==> config.mk <==
export PLATFORM = sky130hd
export DESIGN_NAME = card_shoe_flat
export DESIGN_NICKNAME = d
export VERILOG_FILES = /design/src/rtl/card_shoe_if.sv /design/src/rtl/card_shoe.sv /design/src/flat_wrapper.sv
export SDC_FILE = /design/constraint.sdc
export NUM_CORES = 1
export LEC_CHECK = 0
export BUFFER_PORTS_ARGS = -buffer_cell sky130_fd_sc_hd__buf_2
export CORE_ASPECT_RATIO = 1.2
export CORE_UTILIZATION = 43
export DETAILED_ROUTE_END_ITERATION = 8
export MAX_ROUTING_LAYER = met4
export RECOVER_POWER = 100
export SYNTH_ARGS = -nofsm -noshare
export SYNTH_HDL_FRONTEND = slang
export SYNTH_SLANG_ARGS = --single-unit
==> constraint.sdc <==
create_clock -name clk -period 6.6 [get_ports clk]
set_input_delay 0.66 -clock clk [delete_from_list [all_inputs] [get_ports clk]]
set_output_delay 0.66 -clock clk [all_outputs]
set_load 0.05 [all_outputs]
==> src/rtl/card_shoe_if.sv <==
// card_shoe_if: request/deal handshake between the blackjack game controller
// and the card shoe.
//   card_req      - request one card (sampled every cycle)
//   shuffle_req   - force a full reshuffle of all 52 cards
//   card_valid    - one-cycle pulse, card_rank/card_value valid
//   card_rank     - 1 = A, 2..10, 11 = J, 12 = Q, 13 = K
//   card_value    - blackjack value (A = 1, J/Q/K = 10)
//   cards_left    - undealt cards, 52..0
//   ready         - shoe can deal
//   empty         - deck exhausted and not shuffling
//   shuffle_done  - one-cycle pulse on entry to READY
// master: game controller side, slave: shoe side.
interface card_shoe_if;
  logic       card_req;
  logic       shuffle_req;
  logic       card_valid;
  logic [3:0] card_rank;
  logic [3:0] card_value;
  logic [5:0] cards_left;
  logic       ready;
  logic       empty;
  logic       shuffle_done;

  modport master (
    output card_req, shuffle_req,
    input  card_valid, card_rank, card_value, cards_left, ready, empty, shuffle_done
  );

  modport slave (
    input  card_req, shuffle_req,
    output card_valid, card_rank, card_value, cards_left, ready, empty, shuffle_done
  );
endinterface

==> src/rtl/card_shoe.sv <==
// card_shoe: single 52-card deck. Shuffles in place with a Fisher-Yates pass
// driven by a seeded 16-bit Galois LFSR, then deals one card per request.
// Ports:
//   clk    - rising-edge clock
//   reset  - asynchronous, active-low
//   bus    - card_shoe_if.slave (requests in; card, counters and status out)
// Parameters:
//   LFSR_SEED      - shuffle seed; 0 is replaced by 16'h0001
//   AUTO_RESHUFFLE - 1: reshuffle right after the 52nd card, 0: park in EMPTY
module card_shoe #(
  parameter logic [15:0] LFSR_SEED      = 16'hACE1,
  parameter bit          AUTO_RESHUFFLE = 1'b1
) (
  input  logic        clk,
  input  logic        reset,
  card_shoe_if.slave  bus
);

  localparam logic [15:0] SEED = (LFSR_SEED == 16'h0000) ? 16'h0001 : LFSR_SEED;
  localparam logic [15:0] TAPS = 16'hB400;

  typedef enum logic [1:0] {
    S_SHUFFLE,
    S_READY,
    S_EMPTY
  } state_t;

  state_t      state;
  logic [3:0]  deck [52];
  logic [5:0]  idx;        // Fisher-Yates swap index, 51 down to 1
  logic [5:0]  ptr;        // next card to deal
  logic [15:0] lfsr;

  logic [5:0]  mask;
  logic [5:0]  j;
  logic        take;
  logic [3:0]  deck_i;
  logic [3:0]  deck_j;
  logic [3:0]  rank_now;
  logic [15:0] lfsr_next;

  always_comb begin
    // Smallest 2^n-1 covering idx keeps the rejection rate below 1/2.
    if (idx >= 6'd32)      mask = 6'd63;
    else if (idx >= 6'd16) mask = 6'd31;
    else if (idx >= 6'd8)  mask = 6'd15;
    else if (idx >= 6'd4)  mask = 6'd7;
    else if (idx >= 6'd2)  mask = 6'd3;
    else                   mask = 6'd1;
    j         = lfsr[5:0] & mask;
    take      = (j <= idx);
    deck_i    = deck[idx];
    deck_j    = deck[j];
    rank_now  = deck[ptr];
    lfsr_next = lfsr[0] ? ({1'b0, lfsr[15:1]} ^ TAPS) : {1'b0, lfsr[15:1]};
  end

  always_ff @(posedge clk or negedge reset) begin
    if (!reset) begin
      state            <= S_SHUFFLE;
      idx              <= 6'd51;
      ptr              <= '0;
      lfsr             <= SEED;
      for (int unsigned k = 0; k < 52; k++)
        deck[k] <= 4'((k % 13) + 1);
      bus.card_valid   <= 1'b0;
      bus.card_rank    <= '0;
      bus.card_value   <= '0;
      bus.cards_left   <= 6'd52;
      bus.ready        <= 1'b0;
      bus.empty        <= 1'b0;
      bus.shuffle_done <= 1'b0;
    end else begin
      bus.card_valid   <= 1'b0;
      bus.shuffle_done <= 1'b0;
      case (state)
        S_SHUFFLE: begin
          lfsr <= lfsr_next;
          if (take) begin
            // Swap deck[idx] and deck[j]; j == idx degenerates to a rewrite.
            for (int unsigned k = 0; k < 52; k++) begin
              if (6'(k) == idx)    deck[k] <= deck_j;
              else if (6'(k) == j) deck[k] <= deck_i;
            end
            if (idx == 6'd1) begin
              ptr              <= '0;
              bus.cards_left   <= 6'd52;
              bus.ready        <= 1'b1;
              bus.shuffle_done <= 1'b1;
              state            <= S_READY;
            end else begin
              idx <= idx - 6'd1;
            end
          end
        end

        S_READY: begin
          if (bus.shuffle_req) begin
            // Shuffle wins over a simultaneous card request.
            idx       <= 6'd51;
            bus.ready <= 1'b0;
            state     <= S_SHUFFLE;
          end else if (bus.card_req && bus.cards_left != 6'd0) begin
            bus.card_valid <= 1'b1;
            bus.card_rank  <= rank_now;
            bus.card_value <= (rank_now > 4'd10) ? 4'd10 : rank_now;
            ptr            <= ptr + 6'd1;
            bus.cards_left <= bus.cards_left - 6'd1;
            if (bus.cards_left == 6'd1) begin
              bus.ready <= 1'b0;
              if (AUTO_RESHUFFLE) begin
                idx   <= 6'd51;
                state <= S_SHUFFLE;
              end else begin
                bus.empty <= 1'b1;
                state     <= S_EMPTY;
              end
            end
          end
        end

        S_EMPTY: begin
          if (bus.shuffle_req) begin
            idx       <= 6'd51;
            bus.empty <= 1'b0;
            state     <= S_SHUFFLE;
          end
        end

        default: state <= S_SHUFFLE;
      endcase
    end
  end

endmodule

==> src/flat_wrapper.sv <==
// flat-port wrapper written by rule: the top's interface ports become plain ports
module card_shoe_flat 
#(
  parameter logic [15:0] LFSR_SEED      = 16'hACE1,
  parameter bit          AUTO_RESHUFFLE = 1'b1
)
  (clk, reset, bus_card_req, bus_shuffle_req, bus_card_valid, bus_card_rank, bus_card_value, bus_cards_left, bus_ready, bus_empty, bus_shuffle_done);
  card_shoe_if bus_i ();
  input  logic clk;
  input  logic reset;
  input wire logic [$bits(bus_i.card_req)-1:0] bus_card_req;
  input wire logic [$bits(bus_i.shuffle_req)-1:0] bus_shuffle_req;
  output wire logic [$bits(bus_i.card_valid)-1:0] bus_card_valid;
  output wire logic [$bits(bus_i.card_rank)-1:0] bus_card_rank;
  output wire logic [$bits(bus_i.card_value)-1:0] bus_card_value;
  output wire logic [$bits(bus_i.cards_left)-1:0] bus_cards_left;
  output wire logic [$bits(bus_i.ready)-1:0] bus_ready;
  output wire logic [$bits(bus_i.empty)-1:0] bus_empty;
  output wire logic [$bits(bus_i.shuffle_done)-1:0] bus_shuffle_done;
  assign bus_i.card_req = bus_card_req;
  assign bus_i.shuffle_req = bus_shuffle_req;
  assign bus_card_valid = bus_i.card_valid;
  assign bus_card_rank = bus_i.card_rank;
  assign bus_card_value = bus_i.card_value;
  assign bus_cards_left = bus_i.cards_left;
  assign bus_ready = bus_i.ready;
  assign bus_empty = bus_i.empty;
  assign bus_shuffle_done = bus_i.shuffle_done;
  card_shoe #(.LFSR_SEED(LFSR_SEED), .AUTO_RESHUFFLE(AUTO_RESHUFFLE)) u_core (.clk(clk), .reset(reset), .bus(bus_i));
endmodule
==> results of run 1 <==
## flip-flops by register name, indices dropped and copies added (netlist names)
signal                   cells
u_core.bus.card_valid        1
u_core.deck                208
u_core.bus.card_rank         4
u_core.bus.shuffle_done      1
u_core.idx                   6
u_core.bus.card_value        4
u_core.ptr                   6
u_core.state                 1
u_core.bus.cards_left        6
u_core.lfsr                 16
## stage by stage
stage | setup slack [ns] | util (%)
after floorplan | 2.50 | -
after global placement | 1.97 | 44.8
after detailed placement | 1.90 | 44.8
after CTS | 1.83 | 47.2
after global routing | 0.784 | 46.9
final | 0.788 | 46.9
## worst paths after layout
kind | endpoint | slack (ns) | depth (start not counted)
max | u_core.deck[21] | 0.79 | 11
min | u_core.deck[174] | 0.17 | 1
max reg2reg | u_core.deck[21] | 0.79 | 11
min reg2reg | u_core.bus.card_rank[2] | 0.48 | 2
max in group asynchronous | u_core.deck[43] | 2.48 | 2
min in group clk | u_core.bus.card_rank[2] | 0.48 | 2
## kinds of logic (layout without fill, tap and decap cells)
logic type | Yosys count | count (layout) | share of synthesized area [%]
and+or+nand+nor | 755 | 755 | 17.9
muxes | 182 | 182 | 19.2
AOI/OAI and AO/OA | 523 | 523 | 20.2
adders and majority gates | 15 | 15 | 1.04
DFF | 253 | 253 | 35.9
xor gates and xnor gates | 16 | 16 | 0.776
buffers and inverters | 185 | 137 | 5.00
other | 1 | 6 | 0.0208
## cell usage after synthesis, types with 5 or more instances
cell type / n / share of area, %
and3_1: 8 / 0.28
clkbuf_1: 70 / 1.5
mux2_2: 15 / 0.94
nand2b_1: 18 / 0.62
a311oi_1: 10 / 0.48
dfstp_2: 115 / 17
nand2_1: 397 / 8.3
or2_2: 19 / 0.66
and2_1: 12 / 0.42
o21ai_0: 128 / 3.5
ha_1: 15 / 1.0
o211ai_1: 8 / 0.33
dfrtp_1: 138 / 19
buf_4: 13 / 0.54
a21o_1: 33 / 1.4
nand4_1: 10 / 0.35
buf_6: 13 / 0.81
o21ai_1: 14 / 0.39
inv_1: 22 / 0.46
buf_1: 13 / 0.27
o21a_1: 9 / 0.37
xnor2_1: 11 / 0.53
nor4_1: 8 / 0.28
a31o_2: 7 / 0.34
a32oi_1: 6 / 0.29
a31o_1: 24 / 1.2
buf_2: 47 / 1.3
mux4_2: 130 / 16
mux2i_1: 37 / 2.1
nor2_1: 162 / 3.4
a31oi_1: 29 / 1.0
a21oi_1: 50 / 1.4
or3_1: 10 / 0.35
o221ai_1: 94 / 4.6
nor3_1: 29 / 0.80
a41oi_1: 7 / 0.34
o22ai_1: 45 / 1.6
xor2_1: 5 / 0.24
o31ai_1: 16 / 0.67
nand3_1: 68 / 1.9
## worst max-delay path, cell delays in order (launching register included)
cell and delay [ns]:
dfstp_1 1.52, inv_1 0.08, clkbuf_1 0.61, nor2_1 0.73, buf_4 0.33, o211a_1 0.18, a211oi_1 0.06, a211oi_2 0.72
a41oi_1 0.39, a21boi_0 0.28, buf_4 0.35, a221o_1 0.39
## area by class of cell
class | instances | area share (%)
Clock inverter | 15 | 0.929
Timing Repair Buffer | 57 | 1.86
Sequential cell | 253 | 33.7
Tap cell | 539 | 3.50
Multi-Input combinational cell | 1492 | 55.4
Inverter | 28 | 0.559
Antenna cell | 5 | 0.0649
Clock buffer | 37 | 4.03
## power groups by stage
stage / clock network (mW) / registers [mW] / logic, mW
after CTS: 1.68 / 3.22 / 4.36
final: 1.67 / 3.27 / 4.47
after global placement: 0 / 3.22 / 4.30
after floorplan: 0 / 2.83 / 3.15
after global routing: 1.74 / 3.33 / 4.68
after detailed placement: 0 / 3.24 / 4.35
## per-layer routing
metal | share of wire, % | up-vias
met5 | 0 | -
met3 | 12 | 325
li1 | - | 7111
met4 | 7.8 | 0
met1 | 36 | 8478
met2 | 45 | 1337
==> flow_summary.json, run 1 <==
{
  "grt_pass1_vias": 16400,
  "synthArstFlopShare_pct": 100,
  "top_usage_layer": "met2",
  "drv_cap": 4,
  "tritoncts": "yes",
  "vias": 17300,
  "power_frac_comb_pct": 47.5,
  "insertion_delay_ns": 0.59,
  "routed_wl_um": 72100,
  "fillerInstances": 3850,
  "post-route-cell-area_mm2": 0.0193,
  "worstSetupPathType": "flip-flop to flip-flop",
  "dpl.hpwl_um": 48700,
  "layout_common_cells": "397 x nand2_1, 162 x nor2_1, 140 x o21ai_0",
  "total_power_mw": 9.41,
  "placed_area_mm2": 0.0184,
  "antenna_found_initial": 5,
  "ys_seq_area_share_pct": 35.9,
  "port_buffers": 20,
  "postCtsSetupBuffers": 0,
  "dieArea_mm2": 0.0428,
  "place_congestion": 1.04,
  "path_clk_slew_ns": 0.07,
  "core_mm2": 0.0410,
  "postSynthAreaPerCell_um2": 9.36,
  "hold_ws_ns": 0.169,
  "use_met1_pct": 42.6,
  "violations": "capacitance limit, slew limit",
  "status": "finished, violations left",
  "drtAntennaViolNets": 0,
  "wl_per_cell_um": 29.7,
  "fin_nets": 1879,
  "netlist_area_mm2": 0.0181,
  "routed_via_density": 7.11,
  "cts_buffers": 28,
  "synth_fp_nets": 1949,
  "layout-drive-gt1-share_pct": 20.4,
  "multiInputGateArea_mm2": 0.0107,
  "yosysWarnings": 0,
  "cp-start-kind": "flip-flop",
  "required_ns": 7.06,
  "htreeDepth": 1,
  "setup_viol": 0,
  "clock-sinks": 253,
  "rsz0062_at_grt": "false",
  "io_pins": 22,
  "drt_pass1_iterations": 8,
  "cts_resized": 0,
  "crit_path_max_fanout": 36,
  "hold_viol_final": 0,
  "p_leak_nw": 7.16,
  "grt_remaining_overflow": 0,
  "fin_skew_ns": 0.0142,
  "clkPwrFrac_pct": 17.8,
  "internal-power_mw": 5.00,
  "area_growth_pct": 6.68,
  "cts-root-buf": "clkbuf_16",
  "power.density_mw_per_mm2": 489,
  "grtUsageTotal_pct": 34.8,
  "drt_iter0_drc": 2512,
  "synthDistinctLibCells": 80,
  "clockBufferDepth": 3,
  "timing.rr.start": "u_core.lfsr[0]",
  "critPathLaunch": "u_core.lfsr[0]",
  "hold_buffers": 0,
  "swShare_pct": 46.9,
  "synth_edf_count": 0,
  "clock.fmax_mhz": 172,
  "final_common_cell": "nand2_1",
  "power.switching_mw": 4.41,
  "initial_core_util_pct": 44.0,
  "grt_pass1_wl_um": 107000,
  "final_cells": 2426,
  "rows": 81,
  "post-route-min-period_ns": 5.81,
  "placed_cells": 2369,
  "syn_inst": 1930,
  "worstSetupEndpointType": "flip-flop",
  "ys_ff_latch": 253,
  "grt_max_degree": 136,
  "met2_usage_pct": 51.5,
  "seqCellArea_mm2": 0.00648,
  "power.share.sequential_pct": 34.8,
  "die_y_um": 226,
  "arrival_ns": 6.28,
  "fin_setup_tns_ns": 0,
  "die_w_um": 189,
  "min-delay-path-class": "input port to async pin",
  "drc": 0,
  "worst_pin_slew_ns": 3.47,
  "slew_violations": 213,
  "peakVddDrop_v": 0.000310,
  "slew_headroom_pct": -131,
  "synth_top_flop_cell": "dfrtp_1",
  "met3_usage_pct": 7.46,
  "period_share_pct": 88.1
}
(Power assumes the default switching activity.)
==> run 2, diff against run 1 <==
--- a/config.mk
+++ b/config.mk
@@ -9,8 +9,10 @@
 export CORE_ASPECT_RATIO = 1.2
 export CORE_UTILIZATION = 43
 export DETAILED_ROUTE_END_ITERATION = 8
+export GPL_TIMING_DRIVEN = 0
 export MAX_ROUTING_LAYER = met4
 export RECOVER_POWER = 100
 export SYNTH_ARGS = -nofsm -noshare
 export SYNTH_HDL_FRONTEND = slang
 export SYNTH_SLANG_ARGS = --single-unit
+export TNS_END_PERCENT = 10
==> run 2 against run 1 <==
Net effect: the flow finishes with violations (capacitance limit, slew limit, setup timing); final cell count is 5.4% higher; worst setup slack got worse by 0.91 ns; register-to-register slack got worse by 0.91 ns; maximum frequency shrank 14%; non-clock buffer count is 123 higher; sequential share of layout area is 1.3 points lower; sequential cell count stayed put; power grew 14%.
==> flow_summary.json, run 2 (same netlist as run 1, synthesis figures left out) <==
{
  "power.share.sequential_pct": 30.5,
  "die_y_um": 226,
  "routed_wl_um": 101000,
  "layout-drive-gt1-share_pct": 21.7,
  "rrSetupSlack_ns": -0.12,
  "drc": 0,
  "grt_pass1_wl_um": 140000,
  "internal-power_mw": 5.26,
  "hold_buffers": 0,
  "place_congestion": 1.09,
  "final_common_cell": "nand2_1",
  "multiInputGateArea_mm2": 0.0107,
  "worst_pin_slew_ns": 4.93,
  "grt_remaining_overflow": 0,
  "routed_via_density": 7.44,
  "insertion_delay_ns": 0.62,
  "holdPathStages": 4,
  "area_growth_pct": 10.7,
  "die_w_um": 189,
  "hold_viol_final": 0,
  "largest_register": "u_core.deck",
  "setup_viol": 38,
  "required_ns": 7.16,
  "power.density_mw_per_mm2": 535,
  "largest_registers": "u_core.deck (208), u_core.lfsr (16)",
  "rows": 81,
  "rr_worst_depth": 13,
  "slew_violations": 94,
  "drv_cap": 2,
  "drt_pass1_iterations": 6,
  "hold_ws_ns": 0.454,
  "port_buffers": 20,
  "fillerInstances": 3942,
  "timing.rr.start": "u_core.idx[1]",
  "seqCellArea_mm2": 0.00647,
  "worst_slack_ns": -0.122,
  "swShare_pct": 50.8,
  "initial_core_util_pct": 44.0,
  "dpl.hpwl_um": 74000,
  "antenna_found_initial": 5,
  "drt_iter0_drc": 2935,
  "core_mm2": 0.0410,
  "fin_nets": 2004,
  "min-delay-path-class": "input port to flip-flop",
  "rsz0062_at_grt": "false",
  "vias": 19000,
  "fin_skew_ns": 0.0199,
  "dieArea_mm2": 0.0428,
  "crit_path_max_fanout": 10,
  "p_leak_nw": 7.53,
  "power_frac_comb_pct": 51.9,
  "drtAntennaViolNets": 0,
  "largest_register_ffs": 208,
  "clock.fmax_mhz": 149,
  "peakVddDrop_v": 0.000296,
  "grt_pass1_vias": 17700,
  "clockBufferDepth": 3,
  "layout_common_cells": "397 x nand2_1, 162 x nor2_1, 138 x dfrtp_1",
  "path_clk_slew_ns": 0.06,
  "status": "finished, violations left",
  "worstSetupEndpointType": "flip-flop",
  "slew_headroom_pct": -229,
  "tritoncts": "yes",
  "arrival_ns": 7.28,
  "clkPwrFrac_pct": 17.5,
  "period_share_pct": 102,
  "grt_max_degree": 93,
  "holdCritStartpoint": "bus_shuffle_req",
  "whs_endpoint": "u_core.state[0]",
  "postCtsSetupBuffers": 0,
  "io_pins": 22,
  "total_power_mw": 10.7,
  "worstSetupPathType": "flip-flop to flip-flop",
  "post-route-min-period_ns": 6.72,
  "cts-root-buf": "clkbuf_16",
  "grtUsageTotal_pct": 48.8,
  "power.switching_mw": 5.44,
  "htreeDepth": 1,
  "reg2reg_to": "u_core.deck[60]",
  "cts_buffers": 30,
  "wl_per_cell_um": 39.5,
  "clock-sinks": 253,
  "violations": "capacitance limit, slew limit, setup timing",
  "cp-start-kind": "flip-flop"
}
run 2: cell count changes in the layout (fill, tap and decap cells not counted), moves of 3 or more:
cell,previous run,this run
buf_1,0,8
buf_2,2,39
buf_4,30,13
buf_6,0,14
clkbuf_1,28,98
clkbuf_2,1,7
diode_2,5,8
o21ai_0,140,136
o21ai_1,2,6
run 2: worst max-delay path, cell delays in order, from the launching register on:
cell      delay [ns]
dfstp_2         0.74
buf_2           0.42
buf_2           0.49
buf_2           0.58
inv_1           0.33
ha_1            0.37
a21o_1          0.18
a221oi_1        0.44
o21ba_2         0.53
clkbuf_1        0.97
clkbuf_2        0.63
o21ai_0         0.46
a311oi_1        0.39
a21o_1          0.12
run 2: routing by layer:
| metal | track usage [%] | vias up | share of wire, % |
|---|---|---|---|
| met5 | - | - | 0 |
| met4 | 39.1 | 0 | 10 |
| met3 | 15.4 | 574 | 13 |
| met2 | 68.4 | 1638 | 41 |
| met1 | 57.7 | 9414 | 35 |
| li1 | - | 7400 | - |
run 2: area by class of cell:
cell class	count	area share (%)
sequential	253	32.4
multi-input combinational	1492	53.4
antenna	8	0.100
timing repair buffer	24	0.795
tap	539	3.37
clock buffer	37	4.14
buffer	156	3.97
inverter	28	0.538
clock inverter	19	1.26
run 2: worst max-delay path by stage:
stage                             start                       end  slack, ns  cells past startpoint
final                     u_core.idx[1]           u_core.deck[60]      -0.12                     13
after global placement    u_core.idx[1]          u_core.deck[103]      -0.79                     14
after floorplan           u_core.idx[3]  u_core.bus.cards_left[0]       2.50                     18
after global routing      u_core.idx[1]           u_core.deck[60]       0.13                     13
after detailed placement  u_core.idx[1]          u_core.deck[189]      -0.46                     14
after CTS                 u_core.idx[1]           u_core.deck[84]       0.13                     15
run 2: timing repair:
action,CTS,global route
cloned,0,0
gates resized for setup,5,3
endpoints found under the setup margin,88,72
run 2: power by group through the flow:
stage | Combinational (mW) | Sequential, mW | Clock, mW
floorplan | 3.15 | 2.83 | 0
global placement | 5.25 | 3.18 | 0
detailed placement | 5.28 | 3.20 | 0
CTS | 5.30 | 3.18 | 1.87
global route | 5.63 | 3.26 | 1.93
finish | 5.56 | 3.27 | 1.88
run 2: through the flow:
stage / instance area (µm²) / setup WS (ns) / instances / setup TNS (ns) / util (%)
floorplan: 18100 / 2.50 / 1930 / 0 / -
detailed placement: 18900 / -0.462 / 2492 / -14.87 / 46.1
global placement: 18800 / -0.791 / 2489 / -31.37 / 45.9
CTS: 20000 / 0.131 / 2548 / 0 / 48.7
finish: 20000 / -0.122 / 2556 / -1.75 / 48.7
global route: 20000 / 0.129 / 2554 / 0 / 48.7
